===== src/rtl/card_shoe.sv =====
// card_shoe: multi-deck card source that deals one card (1..13) per request
// without replacement. A free-running LFSR picks the starting rank; the search
// then walks upward (wrapping 13 -> 1) until it finds a rank with cards left.
module card_shoe #(
    parameter int          DECKS = 1,
    parameter logic [15:0] SEED  = 16'hACE1
) (
    input  logic       clock,
    input  logic       reset,
    input  logic       deal_req,
    input  logic       shuffle,
    output logic [3:0] card,
    output logic       card_valid,
    output logic       busy,
    output logic [8:0] cards_left,
    output logic       shoe_empty
);

    // A zero seed would lock the LFSR, so substitute the default.
    localparam logic [15:0] LFSR_INIT = (SEED == 16'h0000) ? 16'hACE1 : SEED;
    localparam logic [5:0]  RANK_FULL = 6'(4 * DECKS);
    localparam logic [8:0]  SHOE_FULL = 9'(52 * DECKS);

    typedef enum logic {
        IDLE,
        SEARCH
    } state_t;

    state_t      state, state_nxt;
    logic [15:0] lfsr;
    logic        lfsr_fb;
    logic [3:0]  rank, rank_nxt;
    logic [5:0]  cnt [0:15];   // only ranks 1..13 are ever addressed
    logic        do_refill;
    logic        do_take;

    // Map a 4-bit random value onto rank 1..13 (value mod 13, plus 1).
    function automatic logic [3:0] start_rank(input logic [3:0] v);
        return (v >= 4'd13) ? (v - 4'd13 + 4'd1) : (v + 4'd1);
    endfunction

    // Advance to the next rank, wrapping King back to Ace.
    function automatic logic [3:0] next_rank(input logic [3:0] r);
        return (r == 4'd13) ? 4'd1 : (r + 4'd1);
    endfunction

    assign lfsr_fb    = lfsr[15] ^ lfsr[13] ^ lfsr[12] ^ lfsr[10];
    assign busy       = (state == SEARCH);
    assign shoe_empty = (cards_left == 9'd0);

    // Control registers: FSM state, rank under examination and the LFSR.
    always_ff @(posedge clock or posedge reset) begin
        if (reset) begin
            state <= IDLE;
            rank  <= 4'd1;
            lfsr  <= LFSR_INIT;
        end else begin
            state <= state_nxt;
            rank  <= rank_nxt;
            lfsr  <= {lfsr[14:0], lfsr_fb};
        end
    end

    // Next-state logic: shuffle beats a simultaneous deal; an empty shoe drops requests.
    always_comb begin
        state_nxt = state;
        rank_nxt  = rank;
        do_refill = 1'b0;
        do_take   = 1'b0;
        case (state)
            IDLE: begin
                if (shuffle) begin
                    do_refill = 1'b1;
                end else if (deal_req && !shoe_empty) begin
                    rank_nxt  = start_rank(lfsr[3:0]);
                    state_nxt = SEARCH;
                end
            end
            SEARCH: begin
                if (cnt[rank] != 6'd0) begin
                    do_take   = 1'b1;
                    state_nxt = IDLE;
                end else begin
                    rank_nxt = next_rank(rank);
                end
            end
            default: state_nxt = IDLE;
        endcase
    end

    // Shoe contents and dealt-card outputs; card_valid pulses on the take edge.
    always_ff @(posedge clock or posedge reset) begin
        if (reset) begin
            for (int i = 0; i < 16; i++) begin
                cnt[i] <= (i >= 1 && i <= 13) ? RANK_FULL : 6'd0;
            end
            cards_left <= SHOE_FULL;
            card       <= 4'd0;
            card_valid <= 1'b0;
        end else begin
            card_valid <= do_take;
            if (do_refill) begin
                for (int i = 0; i < 16; i++) begin
                    cnt[i] <= (i >= 1 && i <= 13) ? RANK_FULL : 6'd0;
                end
                cards_left <= SHOE_FULL;
                card       <= 4'd0;
            end else if (do_take) begin
                cnt[rank]  <= cnt[rank] - 6'd1;
                cards_left <= cards_left - 9'd1;
                card       <= rank;
            end
        end
    end

endmodule

===== config.mk =====
export PLATFORM = sky130hd
export DESIGN_NAME = card_shoe
export DESIGN_NICKNAME = d
export VERILOG_FILES = /design/src/rtl/card_shoe.sv
export SDC_FILE = /design/constraint.sdc
export NUM_CORES = 1
export LEC_CHECK = 0
export ABC_CLOCK_PERIOD_IN_PS = 7200
export CORE_MARGIN = 4
export CORE_UTILIZATION = 40
export CTS_BUF_LIST = sky130_fd_sc_hd__clkbuf_2 sky130_fd_sc_hd__clkbuf_4 sky130_fd_sc_hd__clkbuf_8
export DETAILED_ROUTE_END_ITERATION = 10
export DONT_BUFFER_PORTS = 1
export GPL_TIMING_DRIVEN = 1
export MAX_ROUTING_LAYER = met4
export SYNTH_ARGS = -nofsm -noshare
export SYNTH_HDL_FRONTEND = slang
export SYNTH_SLANG_ARGS = --single-unit
export TNS_END_PERCENT = 20

===== constraint.sdc =====
create_clock -name clock -period 7.2 [get_ports clock]
set_clock_uncertainty 0.1 [all_clocks]
set_input_delay 1.44 -clock clock [delete_from_list [all_inputs] [get_ports clock]]
set_output_delay 1.44 -clock clock [all_outputs]
set_load 0.02 [all_outputs]

==> qor.yml <==
floorplanning:
  fp.dieArea_um2: 18200
  io_pins: 20
  core_um2: 15800
  die_w_um: 135
  start_util: 0.407
  die_h_um: 135
  rows: 46
timing:
  final-max-slew-violation-count: 0
  clock.fmax_mhz: 224
  hold_viol_final: 0
  period_share: 0.619
  setup_viol: 0
  worst_slew_pin_slew_ns: 1.10
  setup_tns_ns: 0
  finalCriticalPeriod_ns: 4.46
  whs_ns: 0.256
  rsz0062_at_grt: "no"
  relSlewSlack: 0.261
worst_setup_path:
  critPathTopFamily: "multiplexers"
  crit_path_end_kind: "flip-flop"
  crit_top_cell: "buf_4"
  critPathSlowestCell: "dfstp_2"
  crit_path_start: "rank[0]"
  cp_data_arrival_time_ns: 4.66
  reg2reg_from: "rank[0]"
  max_stage_delay_ns: 0.74
  crit_required_ns: 7.40
  path_cells: "buf_4 -> mux4_2 -> a22oi_1 -> nand2_2 -> inv_1 -> ha_1 -> nand4_1 -> a211oi_4 -> buf_4 -> nor2_1 -> mux2i_4 -> o21ai_0"
  critPathMaxFanout: 31
  worst-path-buf-inv: 3
  cp-start-kind: "flip-flop"
  crit_type: "reg2reg"
synth:
  synth_area_um2: 6450
  synth_warnings: 0
  synth_seq_cells: 131
  synthDistinctLibCells: 58
  syn_area_per_cell_um2: 11.1
  synth_seq_area_share: 0.513
  syn_inst: 581
  synth_ff_type: "dfrtp_1"
  syn_nets: 591
  synth_edf_count: 0
  async_flop_share: 1.00
grt:
  antenna_found_initial: 0
  grt_remaining_overflow: 0
  gr-usage-all-layers: 0.178
  grt_max_degree: 86
  grt_pass1_vias: 4430
  grt_pass1_wl_um: 24600
pwr:
  power.density_nw_per_um2: 379
  ir_drop_v: 0.000172
  switching_share: 0.406
  p_clk_frac: 0.260
  p_int_uw: 1570
  p_seq_frac: 0.373
  p_sw_uw: 1080
  comb_power_share: 0.367
  leakage_uw: 0.00288
  finalPower_uw: 2650
cts:
  cts_tree: "done"
  cts_made_buffers: 17
  clk_pin_slew_ns: 0.08
  cts_sinks: 131
  cts_root_buffer: "clkbuf_8"
  worstSkewPairLatency_ns: 0.45
  hold_buffers: 0
  cts_setup_buffers: 0
  cts_resized: 0
  htreeDepth: 4
  clockBufferDepth: 2
finish:
  drive_gt1_frac: 0.195
  fin_nets: 571
  area_growth_pct: 8.54
  diodes: 0
routing:
  via_per_inst: 5.53
  drtPass1Iterations: 5
  wire_per_inst_um: 18.3
  drt_iter0_drc: 342
  ant_nets: 0
  vias: 4372
  drc: 0
  wl_um: 14500
placement:
  place.gp.congestion: 0.829
  portBuffers: 0
  place_hpwl_um: 9580
min_path:
  hold_path_class: "reg2reg"
  worstHoldStart: "lfsr[4]"
flow_run:
  maxCapViolCount: 0
outcome:
  status: "complete, no violations"
power groups by stage:
stage	combinational, µW	sequential [µW]	clock [µW]
after global placement	953	998	0
after CTS	983	990	706
after detailed placement	979	1000	0
after global routing	1070	1010	740
after floorplan	826	940	0
final	973	989	689
kinds of logic (layout without fill, tap and decap cells):
logic type	Yosys count	in the layout	synth area share
buffers and inverters	57	50	0.0441
adders and majority gates	6	6	0.0116
xor gates and xnor gates	10	10	0.0136
muxes	76	76	0.163
DFF	131	131	0.513
AOI/OAI and AO/OA	95	95	0.0922
and+or+nand+nor	206	206	0.162
cell usage after synthesis (2+ instances only):
| cell | count | area (µm²) |
|---|---|---|
| buf_4 | 2 | 15.0 |
| clkbuf_1 | 26 | 97.6 |
| xnor2_1 | 7 | 61.3 |
| o311ai_1 | 4 | 35.0 |
| nor3_4 | 3 | 48.8 |
| nor3b_1 | 2 | 15.0 |
| mux2i_1 | 51 | 510 |
| nor2_2 | 5 | 31.3 |
| o21ai_0 | 27 | 135 |
| xor2_1 | 3 | 26.3 |
| o21ai_1 | 10 | 50.1 |
| nand4_1 | 2 | 12.5 |
| inv_1 | 9 | 33.8 |
| buf_2 | 8 | 40.0 |
| mux4_2 | 22 | 495 |
| o211ai_1 | 5 | 37.5 |
| a211oi_1 | 13 | 97.6 |
| nor2b_1 | 4 | 25.0 |
| a22oi_1 | 6 | 45.0 |
| nand3_1 | 41 | 205 |
| dfstp_2 | 25 | 657 |
| o22ai_1 | 5 | 31.3 |
| nand3b_1 | 2 | 15.0 |
| buf_6 | 7 | 78.8 |
| mux2_1 | 2 | 22.5 |
| a22o_1 | 2 | 17.5 |
| or2_2 | 5 | 31.3 |
| nor4_4 | 3 | 63.8 |
| nor2_1 | 36 | 135 |
| nor3_1 | 9 | 45.0 |
| nand2_1 | 78 | 293 |
| ha_1 | 6 | 75.1 |
| nand2b_1 | 4 | 25.0 |
| dfrtp_1 | 106 | 2650 |
| a21oi_1 | 15 | 75.1 |
| buf_1 | 4 | 15.0 |
final cells by class:
cell class / instances / area [µm²]
clock buffer: 20 / 269
clock inverter: 12 / 181
fill: 1492 / 8830
inverter: 10 / 40.0
multi-input combinational: 393 / 2870
sequential: 131 / 3310
tap: 216 / 270
timing repair buffer: 8 / 60.1
registers in the layout (all words and copies together) (netlist names):
register and count:
rank 4, busy 1, card 4, lfsr 16
card_valid 1, cards_left 9, cnt 96
final timing paths:
| check | depth (start not counted) | slack, ns | endpoint |
|---|---|---|---|
| setup / recovery | 12 | 2.74 | cnt[77] |
| min in group asynchronous | 1 | 0.90 | lfsr[14] |
| max in group asynchronous | 2 | 4.75 | cnt[76] |
| setup reg to reg | 12 | 2.74 | cnt[77] |
| hold reg to reg | 0 | 0.26 | lfsr[5] |
| hold / removal | 0 | 0.26 | lfsr[5] |
worst reg2reg max path, stage by stage (launching register included):
cell and delay [ns]:
dfstp_2 0.74, buf_4 0.40, mux4_2 0.57, a22oi_1 0.21, nand2_2 0.25, inv_1 0.13
ha_1 0.21, nand4_1 0.19, a211oi_4 0.31, buf_4 0.42, nor2_1 0.13, mux2i_4 0.45
o21ai_0 0.22
through the flow:
stage | cell area, µm² | std cells | worst slack [ns] | utilization
after floorplan | 6450 | 581 | 2.20 | -
after global placement | 6550 | 758 | 2.87 | 0.414
final | 7000 | 790 | 2.74 | 0.442
after detailed placement | 6550 | 758 | 2.75 | 0.414
after global routing | 7000 | 790 | 2.31 | 0.442
after CTS | 7000 | 790 | 2.69 | 0.442
metal layers:
metal / up-vias / part of all wire / track usage
met5: - / 0 / -
met4: 0 / 0.013 / 0.0487
met3: 17 / 0.038 / 0.0406
met2: 85 / 0.48 / 0.269
met1: 2239 / 0.47 / 0.246
li1: 2031 / - / -
placed cells by master, fill, tap and decap left out, types with 5 or more instances in the layout:
master / n
nand2_1: 78
nand3_1: 41
nor3_1: 9
a22oi_1: 6
inv_1: 8
mux4_2: 22
o21ai_0: 27
clkbuf_8: 19
ha_1: 6
o22ai_1: 5
dfstp_2: 25
buf_4: 8
or2_2: 5
mux2i_1: 51
a211oi_1: 13
o21ai_1: 10
o211ai_1: 5
nor2_2: 5
dfrtp_1: 105
a21oi_1: 15
nor2_1: 36
xnor2_1: 7
(Power assumes the default switching activity.)
